--- src/rtl/handover_if.sv ---
// Handover link bundle: request, ack-token and consumer-side signals.
// The master modport is the initiator/consumer side; slave is the responder.
interface handover_if #(
    parameter int DW = 8,
    parameter int CW = 8
);
    logic          req_valid;
    logic          req_ready;
    logic [CW-1:0] req_seq;
    logic [DW-1:0] req_data;
    logic          ack_valid;
    logic          ack_ready;
    logic [CW-1:0] ack_seq;
    logic          ack_ok;
    logic          out_valid;
    logic          out_ready;
    logic [DW-1:0] out_data;
    logic [CW-1:0] rx_count;
    logic [7:0]    err_count;

    modport slave (
        input  req_valid, req_seq, req_data, ack_ready, out_ready,
        output req_ready, ack_valid, ack_seq, ack_ok,
        output out_valid, out_data, rx_count, err_count
    );

    modport master (
        output req_valid, req_seq, req_data, ack_ready, out_ready,
        input  req_ready, ack_valid, ack_seq, ack_ok,
        input  out_valid, out_data, rx_count, err_count
    );
endinterface

--- src/rtl/handover_responder.sv ---
// Receiving end of the handover link: sequence check, payload FIFO,
// and a single registered ack slot returned to the initiator.
module handover_responder #(
    parameter int DW    = 8,
    parameter int CW    = 8,
    parameter int DEPTH = 4
) (
    input logic       clk,
    input logic       rst,
    handover_if.slave bus
);
    localparam int AW = (DEPTH > 1) ? $clog2(DEPTH) : 1;

    typedef enum logic {IDLE, PEND} ack_st_e;

    ack_st_e       state_q, state_d;
    logic [CW-1:0] ack_seq_q, ack_seq_d;
    logic          ack_ok_q, ack_ok_d;
    logic [CW-1:0] rx_q, rx_d;
    logic [7:0]    err_q, err_d;
    logic [AW-1:0] wr_q, wr_d;
    logic [AW-1:0] rd_q, rd_d;
    logic [AW:0]   cnt_q, cnt_d;
    logic [DW-1:0] mem_q [DEPTH];

    logic full, empty, accept, in_order, push, pop;

    assign full     = (cnt_q == (AW+1)'(DEPTH));
    assign empty    = (cnt_q == '0);
    // A new request may only be taken if its ack can land in the slot.
    assign bus.req_ready = !rst && !full &&
                           (state_q == IDLE || bus.ack_ready);
    assign accept   = bus.req_valid && bus.req_ready;
    assign in_order = (bus.req_seq == rx_q);
    assign push     = accept && in_order;
    assign pop      = bus.out_ready && !empty;

    always_comb begin
        state_d   = state_q;
        ack_seq_d = ack_seq_q;
        ack_ok_d  = ack_ok_q;
        rx_d      = rx_q;
        err_d     = err_q;
        if (accept) begin
            state_d   = PEND;
            ack_seq_d = bus.req_seq;
            ack_ok_d  = in_order;
            if (in_order) begin
                rx_d = rx_q + CW'(1);
            end else if (err_q != 8'hFF) begin
                err_d = err_q + 8'd1;
            end
        end else if (state_q == PEND && bus.ack_ready) begin
            state_d = IDLE;
        end
    end

    always_comb begin
        wr_d  = wr_q;
        rd_d  = rd_q;
        cnt_d = cnt_q;
        if (push) wr_d = wr_q + AW'(1);
        if (pop)  rd_d = rd_q + AW'(1);
        if (push && !pop) begin
            cnt_d = cnt_q + (AW+1)'(1);
        end else if (!push && pop) begin
            cnt_d = cnt_q - (AW+1)'(1);
        end
    end

    always_ff @(posedge clk) begin
        if (rst) begin
            state_q   <= IDLE;
            ack_seq_q <= '0;
            ack_ok_q  <= 1'b0;
            rx_q      <= '0;
            err_q     <= '0;
            wr_q      <= '0;
            rd_q      <= '0;
            cnt_q     <= '0;
        end else begin
            state_q   <= state_d;
            ack_seq_q <= ack_seq_d;
            ack_ok_q  <= ack_ok_d;
            rx_q      <= rx_d;
            err_q     <= err_d;
            wr_q      <= wr_d;
            rd_q      <= rd_d;
            cnt_q     <= cnt_d;
        end
    end

    always_ff @(posedge clk) begin
        if (push) mem_q[wr_q] <= bus.req_data;
    end

    assign bus.ack_valid = (state_q == PEND);
    assign bus.ack_seq   = ack_seq_q;
    assign bus.ack_ok    = ack_ok_q;
    assign bus.out_valid = !empty;
    assign bus.out_data  = empty ? '0 : mem_q[rd_q];
    assign bus.rx_count  = rx_q;
    assign bus.err_count = err_q;
endmodule

--- src/flat_wrapper.sv ---
// flat-port wrapper written by rule: the top's interface ports become plain ports
module handover_responder_flat 
#(
    parameter int DW    = 8,
    parameter int CW    = 8,
    parameter int DEPTH = 4
)
  (clk, rst, bus_req_valid, bus_req_seq, bus_req_data, bus_ack_ready, bus_out_ready, bus_req_ready, bus_ack_valid, bus_ack_seq, bus_ack_ok, bus_out_valid, bus_out_data, bus_rx_count, bus_err_count);
  handover_if #(.DW(DW), .CW(CW)) bus_i ();
  input logic clk;
  input logic rst;
  input wire logic [$bits(bus_i.req_valid)-1:0] bus_req_valid;
  input wire logic [$bits(bus_i.req_seq)-1:0] bus_req_seq;
  input wire logic [$bits(bus_i.req_data)-1:0] bus_req_data;
  input wire logic [$bits(bus_i.ack_ready)-1:0] bus_ack_ready;
  input wire logic [$bits(bus_i.out_ready)-1:0] bus_out_ready;
  output wire logic [$bits(bus_i.req_ready)-1:0] bus_req_ready;
  output wire logic [$bits(bus_i.ack_valid)-1:0] bus_ack_valid;
  output wire logic [$bits(bus_i.ack_seq)-1:0] bus_ack_seq;
  output wire logic [$bits(bus_i.ack_ok)-1:0] bus_ack_ok;
  output wire logic [$bits(bus_i.out_valid)-1:0] bus_out_valid;
  output wire logic [$bits(bus_i.out_data)-1:0] bus_out_data;
  output wire logic [$bits(bus_i.rx_count)-1:0] bus_rx_count;
  output wire logic [$bits(bus_i.err_count)-1:0] bus_err_count;
  assign bus_i.req_valid = bus_req_valid;
  assign bus_i.req_seq = bus_req_seq;
  assign bus_i.req_data = bus_req_data;
  assign bus_i.ack_ready = bus_ack_ready;
  assign bus_i.out_ready = bus_out_ready;
  assign bus_req_ready = bus_i.req_ready;
  assign bus_ack_valid = bus_i.ack_valid;
  assign bus_ack_seq = bus_i.ack_seq;
  assign bus_ack_ok = bus_i.ack_ok;
  assign bus_out_valid = bus_i.out_valid;
  assign bus_out_data = bus_i.out_data;
  assign bus_rx_count = bus_i.rx_count;
  assign bus_err_count = bus_i.err_count;
  handover_responder #(.DW(DW), .CW(CW), .DEPTH(DEPTH)) u_core (.clk(clk), .rst(rst), .bus(bus_i));
endmodule
--- config.mk ---
export PLATFORM = sky130hd
export DESIGN_NAME = handover_responder_flat
export DESIGN_NICKNAME = d
export VERILOG_FILES = /design/src/rtl/handover_if.sv /design/src/rtl/handover_responder.sv /design/src/flat_wrapper.sv
export SDC_FILE = /design/constraint.sdc
export NUM_CORES = 1
export LEC_CHECK = 0
export BUFFER_PORTS_ARGS = -buffer_cell sky130_fd_sc_hd__buf_2
export CORE_MARGIN = 4
export CORE_UTILIZATION = 55
export DETAILED_ROUTE_END_ITERATION = 10
export PLACE_DENSITY = 0.81
export REMOVE_ABC_BUFFERS = 1
export SETUP_SLACK_MARGIN = 0.2
export SLEW_MARGIN = 30
export SYNTH_ARGS = -nofsm -noshare
export SYNTH_HDL_FRONTEND = slang
export SYNTH_SLANG_ARGS = --single-unit
--- constraint.sdc ---
create_clock -name clk -period 4.2 [get_ports clk]
set_input_delay 0 -clock clk [delete_from_list [all_inputs] [get_ports clk]]
set_output_delay 0 -clock clk [all_outputs]
set_load 0.05 [all_outputs]
==> qor.yml <==
global_routing:
  track_usage: 0.218
  grt_first_pass_wirelength_mm: 10.4
  grt_max_degree: 37
  antenna_found_initial: 0
  grt_overflow: 0
  grt_pass1_vias: 2151
synth:
  synthesis.area_sq_um: 2830
  ys_async_sr_fraction: 0
  synth_flop_cell: "dfxtp_1"
  syn_inst: 242
  yosys_warnings: 0
  postSynthAreaPerCell_sq_um: 11.7
  synth.distinct_cells: 30
  synth_edf_count: 32
  yosysSeqAreaShare: 0.588
  synth-seq-cells: 67
cts:
  clock_sinks: 67
  htree_levels: 3
  path_clk_slew_ns: 0.07
  clk_latency_ns: 0.34
  cts_tree: "yes"
  holdBufCountCts: 16
  cts_setup_buffers: 0
  cts_buffers: 9
  cts_buffer_depth: 2
  cts_resized: 0
  cts_root_buffer: "clkbuf_8"
route:
  dr.pass1.iters: 4
  vias_per_cell: 5.45
  drt_iter0_markers: 193
  route.detailed.drc: 0
  route.vias.total: 2116
  ant_nets: 0
  avgRoutedWirePerCell_microns: 16.0
  wl_mm: 6.20
sta:
  min_period_over_period: 0.788
  worst_pin_slew_ns: 0.798
  rsz0062_at_grt: "false"
  max_slew_margin: 0.466
  hold_viol: 0
  fin_crit_ns: 3.31
  finalSetupViolCount: 0
  max_freq_mhz: 302
  setup_tns_ns: 0
  clock_skew_ns: 0.0101
  drv_slew: 0
outcome:
  status: "finished clean"
floorplanning:
  start_util: 0.583
  dieHeight_microns: 79.7
  chipWidth_microns: 79.7
  core_sq_um: 4850
  ios: 57
  die-area_sq_um: 6350
  fp-row-count: 25
final_layout:
  drive_above_1_share: 0.262
  area_growth_pct: 25.2
  nets: 345
  finish.utilization: 0.730
  fillers: 320
  diodes: 0
place:
  io_buffers: 56
  dp_hpwl_mm: 3.97
  gp_congestion: 0.798
critical_path:
  endpoint_kind: "flop"
  crit_slowest_cell: "or4_1"
  cp_slowest_stage_delay_ns: 0.82
  cp.buffers_inverters: 2
  crit_type: "flop to flop"
  crit_family: "simple AND/OR/NAND/NOR gates"
  crit_chain: "nor3b_1 -> or3_1 -> or4_1 -> inv_1 -> ha_1 -> inv_1 -> fa_1 -> xor2_1 -> or3_1 -> a21oi_1"
  worstPathArrival_ns: 3.57
  start_kind: "flop"
  path_max_fanout: 16
  cp.required_ns: 4.46
pwr:
  max-vdd-ir-drop_mv: 0.335
  leakagePower_nw: 1.39
  p_per_area_nw_per_um2: 543
min_path:
  min_path_type: "input pin to flop"
run:
  drv_cap: 0
-- cells in the mapped netlist, types with 3 or more instances --
master    number  area [sq um]
mux4_2         8           180
or3_1         11          68.8
nand2_1       24          90.1
nor2_1        17          63.8
clkbuf_1       7          26.3
dfxtp_1       35           701
or4_1          4          30.0
xor2_1         5          43.8
a21oi_1       20           100
nand4_1        4          25.0
nand3_1        6          30.0
xnor2_1       10          87.6
and2_1         8          50.1
mux2i_1        4          40.0
and3_1         4          25.0
o31ai_1        4          30.0
inv_1         10          37.5
o21ai_0        9          45.0
buf_1          3          11.3
edfxtp_1      32           961
ha_1           7          87.6
-- tightest hold or removal path, cell delays in order --
cell and delay [ns]:
buf_2 0.09, nor2b_1 0.07, nor2_1 0.12, nor2_1 0.05
-- flip-flops by register name (all words and copies together), names as in the netlist, named ones only --
| name | count |
|---|---|
| u_core.bus.ack_ok | 1 |
| u_core.bus.ack_seq | 8 |
| u_core.bus.ack_valid | 1 |
| u_core.bus.err_count | 8 |
| u_core.bus.rx_count | 8 |
| u_core.cnt_q | 3 |
| u_core.mem_q | 32 |
| u_core.rd_q | 2 |
| u_core.wr_q | 2 |
-- metrics by stage --
| stage | total power [W] | setup WS [ns] | hold slack, ns | instance area (sq um) | std cells |
|---|---|---|---|---|---|
| global placement | 0.00132 | 1.14 | 0.216 | 3160 | 356 |
| global route | 0.00201 | 0.730 | 0.0693 | 3540 | 388 |
| detailed placement | 0.00134 | 0.933 | 0.220 | 3160 | 356 |
| floorplan | 0.00120 | 1.09 | 0.0691 | 2780 | 231 |
| CTS | 0.00193 | 0.906 | 0.0201 | 3540 | 388 |
| finish | 0.00192 | 0.892 | 0.0369 | 3540 | 388 |
-- kinds of logic (layout without fill, tap and decap cells) --
family / count (synthesis) / after routing / synth area share
simple gates: 82 / 82 / 0.147
flops: 67 / 67 / 0.588
compound gates: 37 / 37 / 0.0744
buf+inv: 21 / 100 / 0.0283
xor+xnor: 15 / 15 / 0.0465
mux: 12 / 12 / 0.0779
fa+ha+maj: 8 / 8 / 0.0381
-- metal layers --
layer  vias up  share of wire  global-route usage
li1       1013              -                   -
met1      1020           0.40               0.260
met2        68           0.52               0.366
met3        15          0.049              0.0609
met4         0          0.026               0.101
met5         -              0                   0
-- path summary, 6_finish.rpt --
kind	start	end	slack, ns	cells past startpoint
worst min-delay path	bus_ack_ready	u_core.bus.ack_valid	0.04	4
worst max register to register	u_core.cnt_q[0]	u_core.cnt_q[2]	0.89	10
worst min register to register	u_core.bus.ack_seq[2]	u_core.bus.ack_seq[2]	0.45	2
worst max-delay path	u_core.cnt_q[0]	u_core.cnt_q[2]	0.89	10
-- cell type report --
cell class              count  area, sq um  area share
flip-flops and latches     67         1660       0.469
clock inverters             7         92.6      0.0262
multi-input cells         154         1080       0.306
inverters                  10         37.5      0.0106
clock buffers               9          124      0.0350
well taps                  67         83.8      0.0237
repair buffers             74          455       0.129
-- power breakdown --
part | switching [W] | internal (W)
clock network | 0.000250 | 0.000332
registers | 0.0000413 | 0.000716
logic | 0.000406 | 0.000176
total | 0.000697 | 0.00122
-- layout by cell type (no fill, tap or decap), types with 2 or more instances in the layout --
cell and instances:
a21oi_1 20, and2_1 8, and3_1 4, buf_2 56
buf_4 2, bufinv_16 2, clkbuf_8 9, clkinv_2 2
clkinvlp_4 3, dfxtp_1 35, dlygate4sd3_1 16, edfxtp_1 32
ha_1 7, inv_1 10, mux2i_1 4, mux4_2 8
nand2_1 24, nand3_1 6, nand4_1 4, nor2_1 17
nor2b_1 2, o21ai_0 9, o31ai_1 4, or3_1 11
or4_1 4, xnor2_1 10, xor2_1 5
(Power assumes the default switching activity.)
